--- src/rtl/shift_reg_loader_pkg.sv ---
// rtl/shift_reg_loader_pkg.sv - shared state encoding and derived-width helpers
// for the shift register loader.
package shift_reg_loader_pkg;

   typedef enum logic [1:0] {
      IDLE   = 2'd0,
      LOAD   = 2'd1,
      STREAM = 2'd2
   } state_t;

   function automatic int calc_w_depth(input int r_depth, input int r_dw, input int w_dw);
      return (r_depth * r_dw) / w_dw;
   endfunction

   // A depth of one still needs a one-bit index.
   function automatic int addr_width(input int depth);
      return (depth > 1) ? $clog2(depth) : 1;
   endfunction

endpackage

--- src/rtl/shift_reg_loader_wrap_counter.sv ---
// rtl/shift_reg_loader_wrap_counter.sv - stallable up-counter that wraps to zero
// after reaching a runtime maximum.
module wrap_counter
   import shift_reg_loader_pkg::*;
#(
   parameter int WIDTH = 4
) (
   input  logic             clk,
   input  logic             resetn,
   input  logic             clken,
   input  logic             clr,
   input  logic             inc,
   input  logic [WIDTH-1:0] max,
   output logic [WIDTH-1:0] count,
   output logic             at_max
);

   logic [WIDTH-1:0] r_count;

   always_ff @(posedge clk or negedge resetn) begin
      if (!resetn) begin
         r_count <= '0;
      end else if (clken) begin
         if (clr) begin
            r_count <= '0;
         end else if (inc) begin
            r_count <= (r_count == max) ? '0 : r_count + WIDTH'(1);
         end
      end
   end

   assign count  = r_count;
   assign at_max = (r_count == max);

endmodule

--- src/rtl/shift_reg_loader.sv ---
// rtl/shift_reg_loader.sv - loads a tile of wide words into the cyclic shift
// register, then rotates it for a configured number of passes.
module shift_reg_loader
   import shift_reg_loader_pkg::*;
#(
   parameter int R_DEPTH      = 24,
   parameter int R_DATA_WIDTH = 16,
   parameter int W_DATA_WIDTH = 192,
   parameter int PASS_WIDTH   = 16,
   localparam int W_DEPTH      = calc_w_depth(R_DEPTH, R_DATA_WIDTH, W_DATA_WIDTH),
   localparam int W_ADDR_WIDTH = addr_width(W_DEPTH),
   localparam int R_ADDR_WIDTH = addr_width(R_DEPTH)
) (
   input  logic                    clk,
   input  logic                    resetn,
   input  logic                    clken,
   input  logic                    cfg_valid,
   output logic                    cfg_ready,
   input  logic [W_ADDR_WIDTH-1:0] cfg_w_addr_max,
   input  logic [R_ADDR_WIDTH-1:0] cfg_r_addr_max,
   input  logic [PASS_WIDTH-1:0]   cfg_passes,
   input  logic                    s_valid,
   output logic                    s_ready,
   input  logic [W_DATA_WIDTH-1:0] s_data,
   input  logic                    s_last,
   output logic                    w_en,
   output logic                    r_en,
   output logic [W_DATA_WIDTH-1:0] w_data,
   output logic [W_ADDR_WIDTH-1:0] w_addr_max,
   output logic [R_ADDR_WIDTH-1:0] r_addr_max,
   output logic                    m_valid,
   input  logic                    m_ready,
   output logic                    m_last,
   output logic                    done,
   output logic                    err_last
);

   state_t                  r_state, w_state_nxt;
   logic [W_ADDR_WIDTH-1:0] r_w_max;
   logic [R_ADDR_WIDTH-1:0] r_r_max;
   logic [PASS_WIDTH-1:0]   r_passes;
   logic                    r_done, r_err_last;
   logic                    w_done_nxt, w_cfg_fire;
   logic [W_ADDR_WIDTH-1:0] w_w_cnt;
   logic [R_ADDR_WIDTH-1:0] w_r_cnt;
   logic [PASS_WIDTH-1:0]   w_unused_pass_cnt;
   logic                    w_w_at_max, w_r_at_max, w_pass_at_max;

   assign cfg_ready  = (r_state == IDLE);
   assign s_ready    = (r_state == LOAD) && clken;
   assign w_en       = s_valid && s_ready;
   assign w_data     = s_data;
   assign m_valid    = (r_state == STREAM) && clken;
   assign r_en       = m_valid && m_ready;
   assign m_last     = m_valid && (w_r_cnt == r_r_max);
   assign w_cfg_fire = cfg_valid && cfg_ready && clken;
   assign w_addr_max = r_w_max;
   assign r_addr_max = r_r_max;
   assign done       = r_done;
   assign err_last   = r_err_last;

   wrap_counter #(.WIDTH(W_ADDR_WIDTH)) u_w_cnt (
      .clk(clk), .resetn(resetn), .clken(clken), .clr(w_cfg_fire), .inc(w_en),
      .max(r_w_max), .count(w_w_cnt), .at_max(w_w_at_max)
   );

   wrap_counter #(.WIDTH(R_ADDR_WIDTH)) u_r_cnt (
      .clk(clk), .resetn(resetn), .clken(clken), .clr(w_cfg_fire), .inc(r_en),
      .max(r_r_max), .count(w_r_cnt), .at_max(w_r_at_max)
   );

   // Only consulted in STREAM, where passes is at least one.
   wrap_counter #(.WIDTH(PASS_WIDTH)) u_pass_cnt (
      .clk(clk), .resetn(resetn), .clken(clken), .clr(w_cfg_fire),
      .inc(r_en && w_r_at_max), .max(r_passes - PASS_WIDTH'(1)),
      .count(w_unused_pass_cnt), .at_max(w_pass_at_max)
   );

   always_ff @(posedge clk or negedge resetn) begin
      if (!resetn) begin
         r_state <= IDLE;
      end else if (clken) begin
         r_state <= w_state_nxt;
      end
   end

   always_comb begin
      w_state_nxt = r_state;
      w_done_nxt  = 1'b0;
      case (r_state)
         IDLE: begin
            if (w_cfg_fire) w_state_nxt = LOAD;
         end
         LOAD: begin
            if (w_en && w_w_at_max) begin
               if (r_passes == '0) begin
                  w_state_nxt = IDLE;
                  w_done_nxt  = 1'b1;
               end else begin
                  w_state_nxt = STREAM;
               end
            end
         end
         STREAM: begin
            if (r_en && w_r_at_max && w_pass_at_max) begin
               w_state_nxt = IDLE;
               w_done_nxt  = 1'b1;
            end
         end
         default: w_state_nxt = IDLE;
      endcase
   end

   // s_last is advisory: a mismatch is flagged but never alters the load length.
   always_ff @(posedge clk or negedge resetn) begin
      if (!resetn) begin
         r_w_max    <= '0;
         r_r_max    <= '0;
         r_passes   <= '0;
         r_done     <= 1'b0;
         r_err_last <= 1'b0;
      end else begin
         r_done <= w_done_nxt;
         if (w_cfg_fire) begin
            r_w_max    <= cfg_w_addr_max;
            r_r_max    <= cfg_r_addr_max;
            r_passes   <= cfg_passes;
            r_err_last <= 1'b0;
         end else if (w_en && (s_last != (w_w_cnt == r_w_max))) begin
            r_err_last <= 1'b1;
         end
      end
   end

endmodule

--- config.mk ---
export PLATFORM = sky130hd
export DESIGN_NAME = shift_reg_loader
export DESIGN_NICKNAME = d
export VERILOG_FILES = /design/src/rtl/shift_reg_loader_pkg.sv /design/src/rtl/shift_reg_loader_wrap_counter.sv /design/src/rtl/shift_reg_loader.sv
export SDC_FILE = /design/constraint.sdc
export NUM_CORES = 1
export LEC_CHECK = 0
export ABC_AREA = 1
export CORE_AREA = 2 2 164 166
export DETAILED_ROUTE_END_ITERATION = 16
export DIE_AREA = 0 0 166 168
export PLACE_DENSITY = 0.6
export SLEW_MARGIN = 30
export SYNTH_ARGS = -nofsm -noshare
export SYNTH_HDL_FRONTEND = slang
export SYNTH_SLANG_ARGS = --single-unit
--- constraint.sdc ---
create_clock -name clk -period 4.55 [get_ports clk]
set_input_delay 0.6825 -clock clk [delete_from_list [all_inputs] [get_ports clk]]
set_output_delay 0.6825 -clock clk [all_outputs]
set_load 0.02 [all_outputs]
==> flow_summary.json, run 1 <==
{
  "yosysSeqAreaShare_pct": 27.1,
  "die_area_um2": 27900,
  "dr.max_layer_used": "met5",
  "cts_tree": "built",
  "cts_sinks": 48,
  "nNetsFinal": 694,
  "wl_per_cell_um": 13.5,
  "worstPathRequired_ps": 3870,
  "ctsHoldBuffers": 0,
  "grt_pass1_wl_mm": 16.4,
  "worst_hold_path_type": "primary input to async pin",
  "postCtsSetupBuffers": 0,
  "grt_pass1_vias": 2835,
  "syn2layout_area_growth_pct": -10.4,
  "rows": 60,
  "worst_slew_pin_slew_ps": 626,
  "drc": 0,
  "fillerInstances": 3011,
  "core_um2": 26400,
  "start_util_pct": 16.8,
  "vias_per_cell": 3.59,
  "worstSetupStartpointType": "primary input",
  "cp-end-kind": "output port",
  "cp.arrival_ps": 2170,
  "fin_setup_tns_ps": 0,
  "die_h_um": 168,
  "ant_nets": 0,
  "ys_types": 28,
  "synthTopCellsByCount": "192 x buf_4, 136 x nand2_1, 54 x inv_1, 48 x dfrtp_1, 47 x nor2_1",
  "drt-initial-drc-count": 122,
  "rr_endpoint": "u_pass_cnt.count[5]",
  "postLayoutCoreUtil_pct": 15.1,
  "wl_met1_mm": 4.11,
  "crit_fanout": 4,
  "dr_wl_met3_mm": 1.27,
  "synth_edf_count": 0,
  "syn_area_um2": 4430,
  "cap_violations": 0,
  "clk_pin_slew_worst_paths_ps": 60,
  "synth_compound_area_share_pct": 5.09,
  "synth-adder-area-share_pct": 1.98,
  "ys_seq_elements": 48,
  "ios": 427,
  "gr-total-overflow": 0,
  "gp_congestion": 0.780,
  "die_x_um": 166,
  "clk_latency_ps": 290,
  "synth_fp_nets": 843,
  "synth.area.mux_share_pct": 0,
  "cts.path.max_buffers": 2,
  "rsz0062_at_grt": "no",
  "postSynthAreaPerCell_um2": 7.20,
  "timing.fmax_mhz": 351,
  "yosysTopAreaCellShare_pct": 32.6,
  "max_slew_margin_pct": 58.3,
  "netlist_instances": 615,
  "cts_inserted_buffers": 5,
  "finClkSkew_ps": 7.88,
  "rr_worst_depth": 11,
  "port_buffers": 42,
  "ctsResizeCount": 0,
  "wl_mm": 10.9,
  "yosys.area.top_type": "buf_4",
  "antenna_cells": 0,
  "worstSetupPathType": "primary input to output port",
  "antenna_found_initial": 2,
  "async_flop_share_pct": 100,
  "synth_top_family_by_area": "buffers and inverters",
  "drive_gt1_share_pct": 5.14,
  "hpwl_mm": 8.83,
  "htreeDepth": 2,
  "vias": 2901,
  "track_usage_pct": 7.60,
  "period_share_pct": 62.6,
  "yosysMostFrequentCell": "buf_4",
  "synthXorXnorAreaFrac_pct": 4.35,
  "clock-root-buffer": "clkbuf_16",
  "status": "finished clean",
  "final.min_clock_period_ps": 2850,
  "power_density_nw_per_um2": 547,
  "yosys-top-cells-area": "buf_4 33%, dfrtp_1 27%, nand2_1 12%",
  "yosys.area_share.simple_pct": 23.4,
  "drt-pass1-iter-count": 4,
  "dr_wl_met2_mm": 4.96,
  "slew_violations": 0,
  "irDropWorstVdd_uv": 241,
  "yosys_most_used_dff": "dfrtp_1",
  "grt_max_degree": 49,
  "power_leakage_uw": 0.00181,
  "setup_viol": 0,
  "hold_viol_final": 0,
  "yosysWarnings": 0,
  "reg2reg_from": "r_state[0]",
  "worst-r2r-setup-slack_ps": 2100
}
## area by class of cell
type                       count  area, µm²  area share (%)
clock buffer                   6        129            3.25
clock inverter                 2       35.0           0.883
timing repair buffer          44        430            10.8
inverter                      55        206            5.20
tap                          341        427            10.8
sequential                    48       1200            30.3
multi-input combinational    312       1540            38.8
## metal layers
layer	vias to the layer above	track usage [%]
li1	1414	-
met1	1256	7.74
met2	148	12.5
met3	79	4.07
met4	4	4.23
met5	-	0
## how the worst max path moves through the flow
stage / from / end / slack (ps) / depth (start not counted)
final: clken / w_en / 1700 / 6
after global routing: u_r_cnt.count[0] / m_last / 1550 / 5
after CTS: clken / w_en / 1680 / 6
after detailed placement: clken / u_pass_cnt.count[5] / 1570 / 10
after global placement: clken / u_pass_cnt.count[5] / 1580 / 10
after floorplan: clken / u_pass_cnt.count[5] / 2380 / 9
## through the flow
stage | instance area, µm² | setup slack [ps] | instances | hold slack [ps] | total power [µW]
after global placement | 3800 | 1580 | 800 | 494 | 1750
after floorplan | 4430 | 2380 | 615 | 387 | 1700
final | 3970 | 1700 | 808 | 494 | 2170
after CTS | 3970 | 1680 | 808 | 520 | 2200
after detailed placement | 3800 | 1570 | 800 | 500 | 1760
after global routing | 3970 | 1550 | 808 | 554 | 2380
## kinds of logic (layout without fill, tap and decap cells)
family | after synthesis | after routing
buf+inv | 255 | 107
simple gates | 243 | 243
flops | 48 | 48
compound gates | 40 | 40
xor+xnor | 22 | 22
fa+ha+maj | 7 | 7
## cell usage in the layout, fill, tap and decap left out
cell type,count
clkinv_2,1
o21ai_0,27
o21bai_1,2
nand2_2,4
nand3_1,28
buf_2,1
a21boi_0,2
o21ai_2,1
clkdlybuf4s50_1,41
bufinv_16,1
nor2_1,47
dfrtp_1,48
nand3b_1,3
nand4_1,9
inv_2,2
nor3_1,9
clkbuf_1,1
xnor2_1,3
xor2_1,19
a211oi_1,1
a21oi_1,5
clkbuf_16,5
nand2_1,136
ha_1,7
nor2_4,3
a32o_1,1
a41oi_1,1
inv_1,53
nor2_2,4
buf_4,2
## worst max-delay path, stage by stage
cell and delay (ps):
clkdlybuf4s50_1 520, nand2_1 70, inv_1 70, nand2_1 70, inv_1 110, clkdlybuf4s50_1 640
## power by group
| part | total [µW] | internal (µW) | switching, µW |
|---|---|---|---|
| clock | 426 | 259 | 167 |
| combinational | 990 | 392 | 598 |
| sequential | 755 | 587 | 169 |
| total | 2170 | 1240 | 934 |
## registers in the layout, summed over array words and instances (netlist names)
| register | cells |
|---|---|
| u_pass_cnt.count | 16 |
| r_addr_max | 5 |
| u_r_cnt.count | 5 |
| w_addr_max | 1 |
| err_last | 1 |
| r_passes | 16 |
| u_w_cnt.count | 1 |
| done | 1 |
| r_state | 2 |
Note: power is estimated with default switching activity, not from simulation.
==> run 2, diff against run 1 <==
- clock period: 4.55 -> 2.8 ns (I/O delays scaled with it)
==> run 2 against run 1 <==
Compared with the run above:
- critical endpoint is now m_last
- global-route usage rose by 0.17 points
- clock-buffer cell count fell by 1
- clock skew fell by 0.69 ps
- register-to-register slack got worse by 1700 ps
- clock power rose by 63%
==> flow_summary.json, run 2 (same netlist as run 1, synthesis figures left out) <==
{
  "antenna_found_initial": 2,
  "gr-total-overflow": 0,
  "ctsResizeCount": 0,
  "status": "finished clean",
  "cp-end-kind": "output port",
  "clock-root-buffer": "clkbuf_16",
  "gp_congestion": 0.799,
  "seq_area_um2": 1200,
  "wl_per_cell_um": 13.7,
  "worst_slew_pin_slew_ps": 490,
  "port_buffers": 42,
  "mostFrequentLayoutCell": "nand2_1",
  "drc": 0,
  "wl_mm": 11.1,
  "grt_pass1_vias": 2921,
  "crit_chain": "xor2_1 > nor3_1 > nand3_1 > nor2_1 > clkdlybuf4s50_1",
  "setup_viol": 0,
  "irDropWorstVdd_uv": 449,
  "vias_per_cell": 3.69,
  "ios": 427,
  "finClkSkew_ps": 7.19,
  "die_h_um": 168,
  "layout_common_cells": "136 x nand2_1, 54 x inv_1, 48 x dfrtp_1, 47 x nor2_1, 41 x clkdlybuf4s50_1",
  "ant_nets": 0,
  "drt-initial-drc-count": 100,
  "preCtsSetupSlack_ps": 253,
  "period_share_pct": 89.1,
  "multi_input_area_um2": 1540,
  "power_density_nw_per_um2": 886,
  "rsz0062_at_grt": "no",
  "max_slew_margin_pct": 67.4,
  "worstPathRequired_ps": 2380,
  "slew_violations": 0,
  "grt_max_degree": 32,
  "drt-pass1-iter-count": 4,
  "worstSetupStartpointType": "flip-flop",
  "cap_violations": 0,
  "track_usage_pct": 7.77,
  "clk_pin_slew_worst_paths_ps": 60,
  "worstSetupPathType": "flip-flop to output port",
  "crit_fanout": 7,
  "nNetsFinal": 698,
  "pwr-share-comb_pct": 45.7,
  "cp.arrival_ps": 2070,
  "postCtsSetupBuffers": 0,
  "die_x_um": 166,
  "power_leakage_uw": 0.00183,
  "drive_gt1_share_pct": 5.94,
  "clk_latency_ps": 290,
  "rows": 60,
  "fillerInstances": 3001,
  "core_um2": 26400,
  "crit_family": "buffers and inverters",
  "timing.fmax_mhz": 401,
  "cp_slowest_cell": "clkdlybuf4s50_1",
  "syn2layout_area_growth_pct": -9.55,
  "ctsHoldBuffers": 0,
  "cts_sinks": 48,
  "p_int_uw": 2020,
  "cts_tree": "built",
  "hpwl_mm": 9.21,
  "fin_ws_ps": 305,
  "max_stage_delay_ps": 620,
  "seq_power_share_pct": 34.7,
  "power.share.clock_pct": 19.5,
  "sw_frac_of_total_pct": 43.1,
  "crit_buf_inv": 1,
  "cts.path.max_buffers": 2,
  "grt_pass1_wl_mm": 16.8,
  "cts_inserted_buffers": 5,
  "final.min_clock_period_ps": 2490,
  "fin_setup_tns_ps": 0,
  "start_util_pct": 16.8,
  "worst_hold_path_type": "primary input to async pin",
  "hold_viol_final": 0,
  "vias": 3003,
  "die_area_um2": 27900,
  "htreeDepth": 2,
  "p_switching_uw": 1530
}
run 2: changes by cell type in the layout (fill, tap and decap cells not counted), sizes merged:
| cell | delta |
|---|---|
| clkinvlp | +1 |
| buf | +4 |
| diode | +1 |
| clkbuf | -1 |
run 2: area by class of cell:
cell class,count,share of cell area [%]
multi-input cells,312,38.5
flip-flops and latches,48,30.0
repair buffers,48,11.5
well taps,341,10.7
inverters,55,5.15
clock buffers,5,3.12
clock inverters,3,1.06
diodes,1,0.0625
run 2: worst reg2reg max path, stage by stage (launching register included):
cell and delay (ps):
dfrtp_1 380, inv_1 180, ha_1 250, nand2_1 150
nor2_4 210, nand2_2 90, nor2_2 110, nand2_1 60
nand2_1 70, nand2_1 60, nor2_2 180, nand2_2 120
nand2_1 70, nand2_1 80, inv_2 170, nor2_1 70
run 2: path summary, 6_finish.rpt:
kind | from | endpoint | slack (ps) | cells after the start
worst max-delay path | u_r_cnt.count[0] | m_last | 310 | 5
worst min-delay path | resetn | r_addr_max[0] | 90 | 1
worst max register to register | r_passes[0] | u_pass_cnt.count[14] | 440 | 15
worst min register to register | err_last | err_last | 510 | 2
max in group asynchronous | resetn | u_pass_cnt.count[10] | 2060 | 2
min in group clk | err_last | err_last | 510 | 2
run 2: layer usage:
metal  vias to the layer above  share of wire [%]  GRT usage [%]
met4                         2                5.2           4.69
met2                       167                 47           13.2
met5                         -              0.081              0
met1                      1335                 35           7.48
met3                        77                 13           4.07
li1                       1422                  -              -
run 2: power by group through the flow:
stage / registers (µW) / clock network (µW) / logic, µW
after floorplan: 1230 / 0 / 1530
after global placement: 1240 / 0 / 1620
after detailed placement: 1240 / 0 / 1640
after CTS: 1230 / 711 / 1650
after global routing: 1280 / 740 / 1880
final: 1230 / 693 / 1620
run 2: per-stage QoR:
| step | std cells | power (µW) | instance area [µm²] | hold slack [ps] | util (%) |
|---|---|---|---|---|---|
| floorplan | 615 | 2760 | 4430 | 124 | - |
| global placement | 804 | 2860 | 3830 | 407 | 14.6 |
| detailed placement | 804 | 2880 | 3830 | 414 | 14.6 |
| CTS | 812 | 3600 | 4000 | 105 | 15.2 |
| global route | 812 | 3900 | 4000 | 126 | 15.2 |
| finish | 813 | 3550 | 4010 | 87.0 | 15.2 |
==> run 3, diff against run 2 <==
- GPL_ROUTABILITY_DRIVEN: unset -> 0
==> results of run 3 <==
Same layout as run 2: the final DEF is identical, and so are final timing and power.
